`config.mk`:
```
export PLATFORM = sky130hd
export DESIGN_NAME = vector_mem_arbiter
export DESIGN_NICKNAME = d
export VERILOG_FILES = /design/src/rtl/vector_mem_pkg.sv /design/src/rtl/mem_port_mux.sv /design/src/rtl/vector_mem_arbiter.sv
export SDC_FILE = /design/constraint.sdc
export NUM_CORES = 1
export LEC_CHECK = 0
export ABC_AREA = 1
export CAP_MARGIN = 20
export CORE_AREA = 2 2 292 294
export CTS_CLUSTER_DIAMETER = 100
export DETAILED_ROUTE_END_ITERATION = 10
export DIE_AREA = 0 0 294 296
export PLACE_DENSITY = 0.33
export REMOVE_ABC_BUFFERS = 1
export SKIP_LAST_GASP = 1
export SLEW_MARGIN = 10
export SYNTH_ARGS = -nofsm -noshare
export SYNTH_HDL_FRONTEND = slang
export SYNTH_SLANG_ARGS = --single-unit
```
`constraint.sdc`:
```
create_clock -name clock -period 4 [get_ports clock]
set_input_delay 0.8 -clock clock [delete_from_list [all_inputs] [get_ports clock]]
set_output_delay 0.8 -clock clock [all_outputs]
set_load 0.005 [all_outputs]
```
`src/rtl/vector_mem_pkg.sv`:
```
// Shared types for the vector data-memory arbiter: FSM state and grant source.
package vector_mem_pkg;

  localparam int DEF_DATA_WIDTH  = 19;
  localparam int DEF_VECTOR_SIZE = 6;
  localparam int WORD_WIDTH      = DEF_DATA_WIDTH * DEF_VECTOR_SIZE;

  typedef enum logic {
    CPU_PRI    = 1'b0,
    HOST_BURST = 1'b1
  } arb_state_t;

  typedef enum logic [1:0] {
    GNT_NONE = 2'd0,
    GNT_CPU  = 2'd1,
    GNT_HOST = 2'd2
  } gnt_src_t;

endpackage

```
`src/rtl/mem_port_mux.sv`:
```
// Memory-port steering: picks the CPU or host request for the single memory port.
module mem_port_mux
  import vector_mem_pkg::*;
#(
  parameter int ADDRESS_WIDTH = 19,
  parameter int WORD_W        = WORD_WIDTH
) (
  input  logic [1:0]               gnt_i,
  input  logic                     cpuWe_i,
  input  logic [ADDRESS_WIDTH-1:0] cpuAddr_i,
  input  logic [WORD_W-1:0]        cpuWdata_i,
  input  logic                     hostWe_i,
  input  logic [ADDRESS_WIDTH-1:0] hostAddr_i,
  input  logic [WORD_W-1:0]        hostWdata_i,
  output logic                     memWe_o,
  output logic [ADDRESS_WIDTH-1:0] memAddr_o,
  output logic [WORD_W-1:0]        memWdata_o
);

  // An idle port drives all zeros so the memory never sees a stray write.
  always_comb begin
    memWe_o    = 1'b0;
    memAddr_o  = '0;
    memWdata_o = '0;
    case (gnt_src_t'(gnt_i))
      GNT_CPU: begin
        memWe_o    = cpuWe_i;
        memAddr_o  = cpuAddr_i;
        memWdata_o = cpuWdata_i;
      end
      GNT_HOST: begin
        memWe_o    = hostWe_i;
        memAddr_o  = hostAddr_i;
        memWdata_o = hostWdata_i;
      end
      default: ;
    endcase
  end

endmodule

```
`src/rtl/vector_mem_arbiter.sv`:
```
// CPU-priority arbiter for the vector data memory port, with host anti-starvation
// (saturating wait counter) and bounded host burst lock.
module vector_mem_arbiter
  import vector_mem_pkg::*;
#(
  parameter int DATA_WIDTH    = 19,
  parameter int VECTOR_SIZE   = 6,
  parameter int ADDRESS_WIDTH = 19,
  parameter int MAX_WAIT      = 4,
  parameter int MAX_BURST     = 8
) (
  input  logic                              clock,
  input  logic                              reset,
  input  logic                              cpuReq,
  input  logic                              cpuWe,
  input  logic [ADDRESS_WIDTH-1:0]          cpuAddr,
  input  logic [DATA_WIDTH*VECTOR_SIZE-1:0] cpuWdata,
  output logic [DATA_WIDTH*VECTOR_SIZE-1:0] cpuRdata,
  output logic                              cpuStall,
  input  logic                              hostReq,
  input  logic                              hostLock,
  input  logic                              hostWe,
  input  logic [ADDRESS_WIDTH-1:0]          hostAddr,
  input  logic [DATA_WIDTH*VECTOR_SIZE-1:0] hostWdata,
  output logic                              hostGrant,
  output logic                              hostRvalid,
  output logic [DATA_WIDTH*VECTOR_SIZE-1:0] hostRdata,
  output logic                              memWe,
  output logic [ADDRESS_WIDTH-1:0]          memAddr,
  output logic [DATA_WIDTH*VECTOR_SIZE-1:0] memWdata,
  input  logic [DATA_WIDTH*VECTOR_SIZE-1:0] memRdata
);

  localparam int WW  = DATA_WIDTH * VECTOR_SIZE;
  localparam int WCW = $clog2(MAX_WAIT + 1);
  localparam int BCW = $clog2(MAX_BURST + 1);

  localparam logic [WCW-1:0] WAIT_SAT  = WCW'(MAX_WAIT);
  localparam logic [BCW-1:0] BURST_MAX = BCW'(MAX_BURST);
  // A one-grant burst is just an ordinary grant, so never enter the lock state.
  localparam logic           BURST_EN  = (MAX_BURST > 1);

  arb_state_t     state_q, state_d;
  logic [WCW-1:0] waitCnt_q, waitCnt_d;
  logic [BCW-1:0] burstCnt_q, burstCnt_d;
  logic           hostRvalid_q;
  logic [WW-1:0]  hostRdata_q;
  gnt_src_t       gnt;

  always_comb begin
    gnt        = GNT_NONE;
    state_d    = state_q;
    burstCnt_d = burstCnt_q;
    if (reset) begin
      case (state_q)
        CPU_PRI: begin
          if (hostReq && waitCnt_q == WAIT_SAT) gnt = GNT_HOST;
          else if (cpuReq)                      gnt = GNT_CPU;
          else if (hostReq)                     gnt = GNT_HOST;
          if (BURST_EN && gnt == GNT_HOST && hostLock) begin
            state_d    = HOST_BURST;
            burstCnt_d = BCW'(1);
          end
        end
        HOST_BURST: begin
          if (hostReq) begin
            gnt        = GNT_HOST;
            burstCnt_d = burstCnt_q + 1'b1;
          end
          // The grant that reaches the limit is still performed this cycle.
          if (!hostReq || !hostLock || burstCnt_d == BURST_MAX) state_d = CPU_PRI;
        end
        default: state_d = CPU_PRI;
      endcase
    end
  end

  assign hostGrant = (gnt == GNT_HOST);
  assign cpuStall  = reset & cpuReq & (gnt != GNT_CPU);
  assign cpuRdata  = memRdata;

  always_comb begin
    waitCnt_d = '0;
    if (hostReq && !hostGrant)
      waitCnt_d = (waitCnt_q == WAIT_SAT) ? waitCnt_q : waitCnt_q + 1'b1;
  end

  always_ff @(posedge clock) begin
    if (!reset) begin
      state_q      <= CPU_PRI;
      waitCnt_q    <= '0;
      burstCnt_q   <= '0;
      hostRvalid_q <= 1'b0;
      hostRdata_q  <= '0;
    end else begin
      state_q      <= state_d;
      waitCnt_q    <= waitCnt_d;
      burstCnt_q   <= burstCnt_d;
      hostRvalid_q <= hostGrant & ~hostWe;
      if (hostGrant && !hostWe) hostRdata_q <= memRdata;
    end
  end

  assign hostRvalid = hostRvalid_q;
  assign hostRdata  = hostRdata_q;

  mem_port_mux #(
    .ADDRESS_WIDTH(ADDRESS_WIDTH),
    .WORD_W       (WW)
  ) u_mux (
    .gnt_i      (gnt),
    .cpuWe_i    (cpuWe),
    .cpuAddr_i  (cpuAddr),
    .cpuWdata_i (cpuWdata),
    .hostWe_i   (hostWe),
    .hostAddr_i (hostAddr),
    .hostWdata_i(hostWdata),
    .memWe_o    (memWe),
    .memAddr_o  (memAddr),
    .memWdata_o (memWdata)
  );

endmodule

```
After elaboration in Yosys (flattened, before gate mapping) --
Cells that the tools add are included.
Cells by class: add/sub/neg operators 2, eq/ne operators 7, muxes and demuxes 18, bitwise operators 5, reductions and logical operators 11
Operator list (number):
- case mux 114 bit (2 select lines) | 1
- case mux 19 bit (2 select lines) | 1
- 2-to-1 mux 4 bit | 4
- 2-to-1 mux 2 bit | 6
- case mux 4 bit (2 select lines) | 1
- adder 4 x 1 -> 4 bit, second input constant | 1
- == test 2 bit, second input constant | 2
- == test 4 bit, second input constant | 1
- logical AND 1 bit | 4
- zero test 1 bit | 4
- case mux 1 bit (2 select lines) | 2
- case mux 2 bit (2 select lines) | 1
- adder 3 x 1 -> 3 bit, second input constant | 1
- bitwise AND 1 bit | 3
- == test 3 bit, second input constant | 1
- == test 2 x 1 -> 1 bit, second input constant | 1
- logical OR 1 bit | 2
- 2-to-1 mux 1 bit | 2
- inequality test 2 x 1 -> 1 bit, second input constant | 1
- inequality test 2 bit, second input constant | 1
- NOT 1 bit | 2
- AND reduction 2 bit | 1
Word-level totals: register bits after elaboration 123, output and inout bits 365, logic and storage cells 48

Logic depth before layout (Yosys ltp) --
Gate-level depths: netlist of run 1.
word-level depth 11, gate-level depth with buffers 14

By module --
Synthesis of run 1 repeated with hierarchy kept, for this count alone.
Second synthesis, totals: cells, all modules 1362, area, all modules 8090.3 um^2
Modules (own cells, without submodules):
- vector_mem_arbiter | times used 1, cells an instance 911, area each 6030.8 um^2
- mem_port_mux | times used 1, cells an instance 451, area each 2059.5 um^2

Worst setup path before layout of run 1 --
OpenSTA, ideal clock, no wires.
path type input to output, from input port reset, to output port memAddr[10], data arrival time 2143 ps, data required time 3200 ps, setup slack 1057 ps, cell stages on the path 8, cell sequence buf_2 > nand2_1 > nor3_1 > ha_1 > buf_2 > buf_2 > buf_1 > a21oi_1
Between the ends: word-level cells in the longest chain between the ends 3, elaborated cells on any way between the ends 4
Ends and longest elaborated chain:
- from (decl) | line vector_mem_arbiter.sv:13 | input logic reset,
- 2-to-1 mux 2 bit (*) | line vector_mem_arbiter.sv:54 | if (reset) begin
- == test 2 bit or == test 2 x 1 -> 1 bit (tied branches) | line mem_port_mux.sv:25 | case (gnt_src_t'(gnt_i))
- case mux 19 bit (2 select lines) (*) | line mem_port_mux.sv:25
- to (decl) | line vector_mem_arbiter.sv:29 | output logic [ADDRESS_WIDTH-1:0] memAddr,
Every way passes the cells marked *; elsewhere a longest branch is shown, timed or not.

Worst setup path in the final report of run 1 --
from input port cpuReq, to output port memWdata[82]
Between the ends: word-level cells in the longest chain between the ends 8, elaborated cells on any way between the ends 9
Ends and longest elaborated chain:
- from (decl) | line vector_mem_arbiter.sv:14 | input logic cpuReq,
- 2-to-1 mux 2 bit (*) | line vector_mem_arbiter.sv:58 | else if (cpuReq) gnt = GNT_CPU;
- 2-to-1 mux 2 bit (*) | line vector_mem_arbiter.sv:57 | if (hostReq && waitCnt_q == WAIT_SAT) gnt = GNT_HOST;
- 2-to-1 mux 2 bit (*) | line vector_mem_arbiter.sv:55 | case (state_q)
- 2-to-1 mux 2 bit (*) | line vector_mem_arbiter.sv:54
- case mux 2 bit (2 select lines) (*) | line vector_mem_arbiter.sv:55
- 2-to-1 mux 2 bit (*) | line vector_mem_arbiter.sv:54
- == test 2 bit or == test 2 x 1 -> 1 bit (tied branches) | line mem_port_mux.sv:25
- case mux 114 bit (2 select lines) (*) | line mem_port_mux.sv:25
- to (decl) | line vector_mem_arbiter.sv:30 | output logic [DATA_WIDTH*VECTOR_SIZE-1:0] memWdata,
Every way passes the cells marked *; elsewhere a longest branch is shown, timed or not. The select of a mux whose other input is x is not followed.

==> key figures, run 1 <==
Global route
  – Met2 GRT Util: 24.0%
  – GRT busiest layer: met2
  – Overall track demand over capacity in global routing: 13.5%
  – Met1 track demand over resource: 14.6%
  – Vias in the first global route: 10600
  – Sum of overflow across all layers after global routing: 0
  – Initial antenna violation count: 15
  – Global routing met3 resource utilization: 4.55%
  – Global-route wire length before repair: 82300 um
  – Maximum number of pins on one net before global-route repair: 77

Synthesis
  – Number of distinct library cell variants in the gate-level netlist after synthesis: 20
  – Cell count after synthesis: 1132
  – Synthesized area per cell: 6.33 um^2
  – Largest cells by area after synthesis: sky130_fd_sc_hd__dfxtp_1 34%, sky130_fd_sc_hd__nand2_1 15%, sky130_fd_sc_hd__buf_4 13%, sky130_fd_sc_hd__nor2_1 12%, sky130_fd_sc_hd__a21oi_1 9.8%
  – Synth Cell Area: 7160 um^2
  – Register bit count reported by yosys: 123
  – Sequential area share after synthesis: 34.4%
  – Cell type with the largest total area after synthesis: sky130_fd_sc_hd__dfxtp_1
  – Total number of yosys warnings: 0
  – Share of Yosys cell area claimed by the top area cell type: 34.4%

Die
  – I/O Pins: 752
  – Die Span X: 294 um
  – Initial Utilization: 8.50%
  – DIE HEIGHT: 296 um
  – Core region area: 84200 um^2
  – Placement Rows: 107
  – Full die area: 87000 um^2

Pwr
  – Clk pwr share: 42.0%
  – Worst-case vdd ir drop: 0.311 mV
  – Switching Power: 0.00121 W
  – Internal power component: 0.00311 W
  – P per Cell Area: 255 nW/um^2
  – Switching Fraction: 27.9%
  – Reported leakage power: 6.84 nW
  – Total power: 0.00432 W
  – Power share of the sequential group: 29.8%
  – Part of the total power dissipated in combinational logic: 28.2%

Clocking
  – Reg clk slew, reported paths: 0.06 ns
  – CTS tree: built
  – Worst skew pair latency: 0.47 ns
  – CTS root buf: sky130_fd_sc_hd__clkbuf_16
  – Depth of the CTS H-tree: 4
  – Sinks on Clock Net: 123
  – Num CTS Buffers: 17
  – Maximum root-to-sink buffer count: 2

Critical path
  – Largest fanout on the critical path: 20
  – Worst reg2reg path endpoint: hostRdata[67]
  – Setup crit end kind: primary output
  – CP Data Required Time: 3.20 ns
  – CP max-delay cell: sky130_fd_sc_hd__clkdlybuf4s50_1
  – Critical R2R Launch: waitCnt_q[0]
  – Sort of element at the start of the critical path: primary input
  – Largest delay contributor family on the critical path: buffers and inverters
  – Reg-to-reg slack, setup: 1.49 ns
  – Slowest stage delay, CP: 0.53 ns
  – Setup Crit Path Kind: primary input to primary output
  – Crit path DAT: 3.19 ns
  – Buffers plus inverters on the worst setup path: 5
  – Cell Chain, Critical Path: clkdlybuf4s50_1 -> nand2_2 -> nor3_2 -> buf_4 -> ha_4 -> buf_4 -> bufbuf_16 -> nand2_1 -> a21oi_2 -> clkdlybuf4s50_1
  – Depth of the most critical reg-to-reg path: 16

Cells and area
  – Commonest cells after routing, fill and taps aside: 683 x sky130_fd_sc_hd__clkdlybuf4s50_1, 278 x sky130_fd_sc_hd__nand2_1, 233 x sky130_fd_sc_hd__nor2_1
  – Ratio of cells with drive above 1 in the final layout: 10.0%
  – Finished Layout Cells: 2900
  – Area grow syn2layout: 136%
  – Final standard cell utilization of the core: 20.1%
  – Commonest non-fill, non-tap cell in the layout: sky130_fd_sc_hd__clkdlybuf4s50_1
  – Post-route cell area: 16900 um^2
  – FILL cells: 9431
  – Final nets: 2188

Drt
  – Routed via count: 10200
  – Final routed wire length divided by cell count: 21.4 um
  – Starting DRT DRC Count: 463
  – Post-DRT Antenna Nets: 0
  – Detailed-route wire length: 62200 um
  – Detailed-route vias per instance: 3.50
  – 1st-pass router iterations: 5
  – Post-route DRC: 0

Min path
  – Hold-critical path endpoint: burstCnt_q[3]
  – Launch instance of the worst min-delay path: burstCnt_q[3]
  – Cell count of the worst hold path: 2
  – Path category of the worst min-delay check: flip-flop to flip-flop

STA
  – Worst hold-check slack: 0.480 ns
  – Total of endpoints with negative setup slack in the final report: 0
  – FMAX: 0.251 GHz
  – Final max-slew violation count: 0
  – Hold Vio Cnt, Final: 0
  – Minimum clock period: 3.99 ns
  – RSZ-0062 raised after global routing: true
  – Worst clock skew: 0.0183 ns
  – Final worst path period share: 99.7%
  – Least-Margin Pin Slew: 0.793 ns
  – Slew margin rel.: 47.1%

Status
  – Status: completed

Place
  – Final HPWL from detailed placement: 50000 um
  – Final estimated routing congestion in global placement: 0.877
  – Cell area after placement: 15600 um^2
  – Input/output buffers: 751
  – Cell count after placement: 2842

Job
  – Number of violations of the max-capacitance limit: 0
worst max-delay path by stage:
| stage | start | endpoint | depth (start not counted) |
|---|---|---|---|
| after floorplan | hostReq | memAddr[0] | 6 |
| after global placement | cpuReq | memWdata[53] | 8 |
| after detailed placement | hostReq | memWdata[53] | 9 |
| after CTS | hostReq | memWdata[53] | 11 |
| after global routing | cpuReq | memWdata[82] | 10 |
| final | cpuReq | memWdata[82] | 10 |
worst reg2reg max path, stage by stage, from the launching register on:
cell and delay [ns]:
sky130_fd_sc_hd__dfxtp_1 0.33, sky130_fd_sc_hd__inv_1 0.06, sky130_fd_sc_hd__ha_1 0.15, sky130_fd_sc_hd__nand2_2 0.10, sky130_fd_sc_hd__nor2_2 0.11, sky130_fd_sc_hd__nor3_2 0.04, sky130_fd_sc_hd__buf_4 0.16, sky130_fd_sc_hd__inv_2 0.08
sky130_fd_sc_hd__buf_4 0.10, sky130_fd_sc_hd__ha_1 0.19, sky130_fd_sc_hd__buf_4 0.13, sky130_fd_sc_hd__inv_2 0.04, sky130_fd_sc_hd__nor2_4 0.27, sky130_fd_sc_hd__inv_4 0.16, sky130_fd_sc_hd__buf_12 0.21, sky130_fd_sc_hd__nor2_1 0.21
sky130_fd_sc_hd__nor2_1 0.07
cells in the mapped netlist:
master	instances
sky130_fd_sc_hd__nor2_4	1
sky130_fd_sc_hd__o21ai_1	39
sky130_fd_sc_hd__o211ai_1	1
sky130_fd_sc_hd__inv_1	13
sky130_fd_sc_hd__buf_6	1
sky130_fd_sc_hd__buf_2	21
sky130_fd_sc_hd__nand3_1	7
sky130_fd_sc_hd__nor2_1	234
sky130_fd_sc_hd__ha_1	6
sky130_fd_sc_hd__nand2_1	288
sky130_fd_sc_hd__a21oi_1	140
sky130_fd_sc_hd__o21bai_1	1
sky130_fd_sc_hd__xor2_1	1
sky130_fd_sc_hd__dfxtp_1	123
sky130_fd_sc_hd__buf_4	126
sky130_fd_sc_hd__inv_2	2
sky130_fd_sc_hd__o21ai_0	79
sky130_fd_sc_hd__nor3_1	1
sky130_fd_sc_hd__clkbuf_1	46
sky130_fd_sc_hd__buf_1	2
per-layer routing:
| metal | vias to the layer above | routed length [um] |
|---|---|---|
| met5 | - | 82 |
| met4 | 12 | 1910 |
| li1 | 4845 | - |
| met2 | 512 | 31200 |
| met1 | 4715 | 23800 |
| met3 | 67 | 5160 |
per-stage QoR:
stage	worst slack (ns)	TNS, ns
2_1_floorplan	-0.626	-84.48
6_report	0.0107	0
4_1_cts	-0.0742	-0.141
3_5_place_dp	-0.325	-2.10
3_3_place_gp	-0.357	-3.94
5_1_grt	-0.0967	-0.203
power groups by stage:
stage          Sequential [W]  Clock [W]  Combinational (W)
2_1_floorplan         0.00132          0           0.000196
5_1_grt               0.00129    0.00195            0.00129
3_3_place_gp          0.00131          0            0.00117
6_report              0.00129    0.00182            0.00122
4_1_cts               0.00129    0.00193            0.00121
3_5_place_dp          0.00131          0            0.00116
state kept, by name, indices dropped and copies added (netlist names):
signal	flops
burstCnt_q	4
hostRvalid	1
state_q	1
hostRdata	114
waitCnt_q	3
cell families after synthesis:
family / Yosys count / synth area share [%]
AOI/OAI and AO/OA: 260 / 18.2
adders and majority gates: 6 / 1.05
and+or+nand+nor: 531 / 28.1
DFF: 123 / 34.4
xor gates and xnor gates: 1 / 0.122
buffers and inverters: 211 / 18.1
layout make-up:
cell class | count | area [um^2] | area share, %
timing repair buffer | 840 | 8810 | 52.1
tap | 1090 | 1360 | 8.06
antenna | 3 | 7.51 | 0.0444
sequential | 123 | 2460 | 14.6
inverter | 15 | 58.8 | 0.348
clock buffer | 17 | 425 | 2.51
multi-input combinational | 798 | 3550 | 21.0
clock inverter | 14 | 233 | 1.38
timing repair:
action                     4_1_cts  5_1_grt
pin swaps                        3        5
setup buffers                    7       10
hold buffers                     0        0
gates cloned                     3        4
gates resized for setup         21       66
setup endpoints to repair       37      103
No activity file was read; power rests on OpenSTA's default activity.
==> inputs of run 2 (changes only) <==
--- a/config.mk
+++ b/config.mk
@@ -7,4 +7,5 @@
 export LEC_CHECK = 0
 export ABC_AREA = 1
+export ABC_CLOCK_PERIOD_IN_PS = 4000
 export CAP_MARGIN = 20
 export CORE_AREA = 2 2 292 294
@@ -14,5 +15,4 @@
 export PLACE_DENSITY = 0.33
 export REMOVE_ABC_BUFFERS = 1
-export SKIP_LAST_GASP = 1
 export SLEW_MARGIN = 10
 export SYNTH_ARGS = -nofsm -noshare
==> constraint.sdc (replaced) <==
create_clock -name clock -period 4 [get_ports clock]
set_input_delay 0.8 -clock clock [delete_from_list [all_inputs] [get_ports clock]]
set_output_delay 0.8 -clock clock [all_outputs]
set_load 0.01 [all_outputs]
==> run 2 against run 1 <==
Routed wire length decreased by 3.7%. Setup slack improved by 0.093 ns. Cell count decreased by 0.86%. Maximum frequency increased by 2.4%. Sequential power about the same. Largest cell class unchanged. Highest routed layer unchanged.
==> key figures, run 2 (same netlist as run 1, synthesis figures left out) <==
STA
  – Worst clock skew: 0.0265 ns (was 0.0183 ns)
  – Hold Vio Cnt, Final: 0 (unchanged)
  – Least-Margin Pin Slew: 0.887 ns (was 0.793 ns)
  – FMAX: 0.257 GHz (was 0.251 GHz)
  – Minimum clock period: 3.90 ns (was 3.99 ns)
  – Setup TNS after final layout: 0 ns (unchanged)
  – Final max-slew violation count: 0 (unchanged)
  – Final worst path period share: 97.4% (was 99.7%)
  – Total of endpoints with negative setup slack in the final report: 0 (unchanged)
  – Slew margin rel.: 40.9% (was 47.1%)

Cells and area
  – Final nets: 2161 (was 2188)
  – Post-route cell area: 16500 um^2 (was 16900 um^2)
  – Commonest non-fill, non-tap cell in the layout: sky130_fd_sc_hd__clkdlybuf4s50_1 (unchanged)
  – Area grow syn2layout: 130% (was 136%)
  – Ratio of cells with drive above 1 in the final layout: 7.70% (was 10.0%)
  – Commonest cells after routing, fill and taps aside: 651 x sky130_fd_sc_hd__clkdlybuf4s50_1, 287 x sky130_fd_sc_hd__nand2_1, 234 x sky130_fd_sc_hd__nor2_1 (was 683 x sky130_fd_sc_hd__clkdlybuf4s50_1, 278 x sky130_fd_sc_hd__nand2_1, 233 x sky130_fd_sc_hd__nor2_1)
  – Max reg flops: 114 (unchanged)
  – Finished Layout Cells: 2875 (was 2900)

Global route
  – Vias in the first global route: 9972 (was 10600)
  – Sum of overflow across all layers after global routing: 0 (unchanged)
  – Overall track demand over capacity in global routing: 12.9% (was 13.5%)
  – Initial antenna violation count: 12 (was 15)
  – Global-route wire length before repair: 78300 um (was 82300 um)
  – Maximum number of pins on one net before global-route repair: 85 (was 77)

Min path
  – Path category of the worst min-delay check: flip-flop to flip-flop (unchanged)

Pwr
  – Switching Fraction: 29.2% (was 27.9%)
  – Total power: 0.00418 W (was 0.00432 W)
  – Worst-case vdd ir drop: 0.309 mV (was 0.311 mV)
  – Switching Power: 0.00122 W (was 0.00121 W)
  – Clk pwr share: 40.3% (was 42.0%)
  – Part of the total power dissipated in combinational logic: 28.9% (was 28.2%)
  – Reported leakage power: 6.95 nW (was 6.84 nW)
  – P per Cell Area: 253 nW/um^2 (was 255 nW/um^2)
  – Internal power component: 0.00296 W (was 0.00311 W)
  – Power share of the sequential group: 30.8% (was 29.8%)

Clocking
  – Num CTS Buffers: 17 (unchanged)
  – Reg clk slew, reported paths: 0.07 ns (was 0.06 ns)
  – Worst skew pair latency: 0.47 ns (about the same)
  – Sinks on Clock Net: 123 (unchanged)
  – CTS tree: built (unchanged)
  – Maximum root-to-sink buffer count: 2 (unchanged)
  – Hold buffer count at cts: 0 (unchanged)
  – CTS root buf: sky130_fd_sc_hd__clkbuf_16 (unchanged)
  – Depth of the CTS H-tree: 4 (unchanged)

Drt
  – 1st-pass router iterations: 5 (unchanged)
  – Detailed-route wire length: 59900 um (was 62200 um)
  – Post-DRT Antenna Nets: 0 (unchanged)
  – Routed via count: 9920 (was 10200)
  – Detailed-route vias per instance: 3.45 (was 3.50)
  – Final routed wire length divided by cell count: 20.8 um (was 21.4 um)
  – Post-route DRC: 0 (unchanged)
  – Starting DRT DRC Count: 434 (was 463)

Place
  – Final estimated routing congestion in global placement: 0.851 (was 0.877)
  – Cell count after placement: 2836 (was 2842)
  – Cell area after placement: 15700 um^2 (was 15600 um^2)
  – Final HPWL from detailed placement: 49600 um (was 50000 um)
  – Input/output buffers: 751 (unchanged)

Job
  – Number of violations of the max-capacitance limit: 0 (unchanged)

Critical path
  – Sort of element at the start of the critical path: primary input (unchanged)
  – CP Data Required Time: 3.20 ns (about the same)
  – Buffers plus inverters on the worst setup path: 7 (was 5)
  – CP max-delay cell: sky130_fd_sc_hd__clkdlybuf4s50_1 (unchanged)
  – Largest delay contributor family on the critical path: buffers and inverters (unchanged)
  – Slowest stage delay, CP: 0.60 ns (was 0.53 ns)
  – Cell Chain, Critical Path: clkdlybuf4s50_1 -> inv_1 -> nor2_1 -> nor3_1 -> buf_4 -> inv_1 -> ha_4 -> buf_4 -> clkbuf_16 -> nand2_1 -> a21oi_1 -> clkdlybuf4s50_1 (was clkdlybuf4s50_1 -> nand2_2 -> nor3_2 -> buf_4 -> ha_4 -> buf_4 -> bufbuf_16 -> nand2_1 -> a21oi_2 -> clkdlybuf4s50_1)
  – Setup crit end kind: primary output (unchanged)
  – Largest fanout on the critical path: 15 (was 20)
  – Crit path DAT: 3.10 ns (was 3.19 ns)
  – Setup Crit Path Kind: primary input to primary output (unchanged)

Die
  – Core region area: 84200 um^2 (unchanged)
  – Placement Rows: 107 (unchanged)
  – I/O Pins: 752 (unchanged)
  – Die Span X: 294 um (unchanged)
  – DIE HEIGHT: 296 um (unchanged)
  – Full die area: 87000 um^2 (unchanged)
  – Initial Utilization: 8.50% (unchanged)

Status
  – Status: completed (unchanged)
[run 2: cell count changes in the layout (fill, tap and decap cells not counted), moves of 8 or more]
cell and change:
sky130_fd_sc_hd__clkdlybuf4s50_1 -32, sky130_fd_sc_hd__buf_4 -15, sky130_fd_sc_hd__dlymetal6s2s_1 +14, sky130_fd_sc_hd__a21oi_1 +12
sky130_fd_sc_hd__a21oi_2 -9, sky130_fd_sc_hd__nand2_1 +9, sky130_fd_sc_hd__nand2_2 -9, sky130_fd_sc_hd__dlygate4sd2_1 +8
[run 2: metal layers]
layer	vias to the layer above	share of wire [%]	global-route usage (%)
met1	4558	39	14.4
met3	59	8.5	4.26
li1	4788	-	-
met2	513	49	22.3
met4	2	3.6	5.74
met5	-	0.022	0
[run 2: power by group through the flow]
stage          logic (W)  registers [W]  clock network [W]
5_1_grt          0.00128        0.00129            0.00181
3_3_place_gp     0.00123        0.00131                  0
2_1_floorplan   0.000213        0.00133                  0
4_1_cts          0.00122        0.00129            0.00180
6_report         0.00121        0.00129            0.00168
3_5_place_dp     0.00121        0.00131                  0
[run 2: worst paths after layout]
check	from	end	slack [ns]	cells past startpoint
worst max-delay path	hostReq	memWdata[76]	0.10	12
worst min-delay path	burstCnt_q[3]	burstCnt_q[3]	0.48	2
worst max register to register	waitCnt_q[0]	hostRdata[67]	1.37	15
worst min register to register	burstCnt_q[3]	burstCnt_q[3]	0.48	2
[run 2: timing repair]
action	CTS	global route
endpoints found under the setup margin	18	68
resized for setup	18	60
gates cloned	0	2
pin swaps	0	1
buffers inserted	0	1
[run 2: tightest hold or removal path, delay by kind of cell, from the launching register on]
family          cells  cell delay [ns]
flops               1             0.32
simple gates        1             0.06
compound gates      1             0.06
[run 2: cell type report]
cell class	count	area [um^2]
Multi-Input combinational cell	798	3450
Timing Repair Buffer	813	8530
Clock buffer	18	439
Sequential cell	123	2460
Inverter	15	58.8
Clock inverter	13	165
Fill cell	9475	67700
Tap cell	1090	1360
Antenna cell	5	12.5
[run 2: through the flow]
| step | hold slack (ns) | util, % | worst slack, ns |
|---|---|---|---|
| finish | 0.482 | 19.6 | 0.104 |
| global route | 0.495 | 19.6 | -0.000443 |
| CTS | 0.482 | 19.3 | 0.00507 |
| detailed placement | 0.470 | 18.6 | -0.0574 |
| global placement | 0.459 | 18.6 | -0.0789 |
| floorplan | 0.447 | - | -0.699 |
==> inputs of run 3 (changes only) <==
SETUP_SLACK_MARGIN = 0.02   (was default)
SKIP_CTS_REPAIR_TIMING = 1   (was default)
==> run 3 against run 2 <==
First-iteration DRC count down 8.8%. Setup slack worse by 0.0022 ns. Die area unchanged. Sequential power about the same. Clock-buffer cell count unchanged. Cell count unchanged. Worst hold slack about the same. Clock power about the same. Combinational power about the same. Critical path type unchanged.
==> key figures, run 3 (same netlist as run 1, synthesis figures left out) <==
STA
  – Least-Margin Pin Slew: 0.892 ns (was 0.887 ns)
  – RSZ-0062 raised after global routing: true
  – Total of endpoints with negative setup slack in the final report: 0 (unchanged)
  – Slew margin rel.: 40.5% (was 40.9%)
  – Worst clock skew: 0.0266 ns (was 0.0265 ns)
  – Final max-slew violation count: 0 (unchanged)
  – FMAX: 0.257 GHz (about the same)
  – Minimum clock period: 3.90 ns (about the same)
  – Final worst path period share: 97.5% (was 97.4%)
  – Hold Vio Cnt, Final: 0 (unchanged)

Cells and area
  – Area occupied by multi-input gates: 3450 um^2 (unchanged)
  – Area grow syn2layout: 131% (was 130%)
  – Max reg flops: 114 (unchanged)
  – FILL cells: 9462 (was 9475)
  – Commonest cells after routing, fill and taps aside: 648 x sky130_fd_sc_hd__clkdlybuf4s50_1, 287 x sky130_fd_sc_hd__nand2_1, 234 x sky130_fd_sc_hd__nor2_1 (was 651 x sky130_fd_sc_hd__clkdlybuf4s50_1, 287 x sky130_fd_sc_hd__nand2_1, 234 x sky130_fd_sc_hd__nor2_1)
  – Finished Layout Cells: 2875 (unchanged)
  – Commonest non-fill, non-tap cell in the layout: sky130_fd_sc_hd__clkdlybuf4s50_1 (unchanged)
  – Final nets: 2161 (unchanged)
  – Ratio of cells with drive above 1 in the final layout: 7.70% (unchanged)
  – Sequential standard cell area: 2460 um^2 (unchanged)

Die
  – Full die area: 87000 um^2 (unchanged)
  – Core region area: 84200 um^2 (unchanged)
  – I/O Pins: 752 (unchanged)
  – Initial Utilization: 8.50% (unchanged)
  – Die Span X: 294 um (unchanged)
  – DIE HEIGHT: 296 um (unchanged)
  – Placement Rows: 107 (unchanged)

Critical path
  – Setup crit end kind: primary output (unchanged)
  – Sort of element at the start of the critical path: primary input (unchanged)
  – CP Data Required Time: 3.20 ns (about the same)
  – Critical R2R Launch: waitCnt_q[0] (unchanged)
  – CP Launch Point: hostReq (unchanged)
  – Setup Crit Path Kind: primary input to primary output (unchanged)
  – Reg-to-reg slack, setup: 1.39 ns (was 1.37 ns)
  – Largest fanout on the critical path: 15 (unchanged)
  – Crit path DAT: 3.10 ns (about the same)

Clocking
  – CTS root buf: sky130_fd_sc_hd__clkbuf_16 (unchanged)
  – Sinks on Clock Net: 123 (unchanged)
  – Worst skew pair latency: 0.47 ns (about the same)
  – Num CTS Buffers: 17 (unchanged)
  – CTS tree: built (unchanged)
  – Maximum root-to-sink buffer count: 2 (unchanged)
  – Reg clk slew, reported paths: 0.07 ns (about the same)
  – Depth of the CTS H-tree: 4 (unchanged)

Drt
  – Starting DRT DRC Count: 396 (was 434)
  – Post-DRT Antenna Nets: 0 (unchanged)
  – Detailed-route wire length: 59900 um (about the same)
  – Post-route DRC: 0 (unchanged)
  – Detailed-route vias per instance: 3.45 (about the same)
  – Routed via count: 9932 (was 9920)
  – Final routed wire length divided by cell count: 20.8 um (about the same)
  – 1st-pass router iterations: 5 (unchanged)

Min path
  – Launch instance of the worst min-delay path: burstCnt_q[3] (unchanged)
  – Path category of the worst min-delay check: flip-flop to flip-flop (unchanged)

Pwr
  – Internal power component: 0.00296 W (about the same)
  – Total power: 0.00418 W (about the same)
  – Power share of the sequential group: 30.8% (about the same)
  – Reported leakage power: 7.23 nW (was 6.95 nW)
  – Part of the total power dissipated in combinational logic: 29.0% (was 28.9%)
  – Clk pwr share: 40.3% (about the same)
  – Worst-case vdd ir drop: 0.309 mV (about the same)
  – P per Cell Area: 252 nW/um^2 (was 253 nW/um^2)
  – Switching Fraction: 29.2% (about the same)
  – Switching Power: 0.00122 W (about the same)

Place
  – Cell count after placement: 2836 (unchanged)
  – Final estimated routing congestion in global placement: 0.851 (unchanged)
  – Final HPWL from detailed placement: 49600 um (unchanged)
  – Input/output buffers: 751 (unchanged)

Job
  – Number of violations of the max-capacitance limit: 0 (unchanged)

Global route
  – Initial antenna violation count: 12 (unchanged)
  – Sum of overflow across all layers after global routing: 0 (unchanged)
  – Overall track demand over capacity in global routing: 12.9% (about the same)
  – Global-route wire length before repair: 78300 um (about the same)
  – Maximum number of pins on one net before global-route repair: 85 (unchanged)
  – Vias in the first global route: 9977 (was 9972)

Status
  – Status: completed (unchanged)
==> run 3: worst paths after layout <==
check,end,depth (start not counted)
max,memAddr[0],12
min,burstCnt_q[3],2
max reg2reg,hostRdata[67],15
min reg2reg,burstCnt_q[3],2
==> run 3: through the flow <==
| step | hold slack, ns | cell area [um^2] | TNS [ns] | worst slack [ns] | util, % |
|---|---|---|---|---|---|
| 6_report | 0.482 | 16600 | 0 | 0.102 | 19.7 |
| 5_1_grt | 0.495 | 16600 | 0 | 0.0153 | 19.7 |
| 4_1_cts | 0.482 | 16300 | -0.387 | -0.0818 | 19.3 |
| 3_5_place_dp | 0.470 | 15700 | -0.117 | -0.0574 | 18.6 |
| 3_3_place_gp | 0.459 | 15700 | -0.176 | -0.0789 | 18.6 |
| 2_1_floorplan | 0.447 | 5920 | -94.32 | -0.699 | - |
==> run 3: area by class of cell <==
type                       count  share of cell area, %
antenna                        5                 0.0755
clock buffer                  18                   2.65
clock inverter                13                  0.997
inverter                      15                  0.355
multi-input combinational    798                   20.8
sequential                   123                   14.9
tap                         1090                   8.23
timing repair buffer         813                   52.0
==> run 3: worst max-delay path, cell delays in order <==
cell and delay [ns]:
sky130_fd_sc_hd__clkdlybuf4s50_1 0.50, sky130_fd_sc_hd__inv_1 0.08, sky130_fd_sc_hd__nor2_1 0.11, sky130_fd_sc_hd__nor3_1 0.05
sky130_fd_sc_hd__buf_4 0.15, sky130_fd_sc_hd__inv_1 0.10, sky130_fd_sc_hd__ha_4 0.20, sky130_fd_sc_hd__buf_12 0.18
sky130_fd_sc_hd__buf_4 0.15, sky130_fd_sc_hd__nand2_1 0.05, sky130_fd_sc_hd__a21oi_1 0.14, sky130_fd_sc_hd__clkdlybuf4s50_1 0.57
==> run 3: power groups by stage <==
stage	combinational [W]	clock, W	sequential, W
after global placement	0.00123	0	0.00131
after CTS	0.00123	0.00180	0.00129
final	0.00121	0.00168	0.00129
after global routing	0.00129	0.00181	0.00129
after detailed placement	0.00121	0	0.00131
after floorplan	0.000213	0	0.00133
==> run 3: routing by layer <==
layer,share of wire (%),global-route usage [%]
met2,49,22.3
met3,8.3,4.26
met4,3.9,5.74
met5,0.022,0
met1,39,14.4
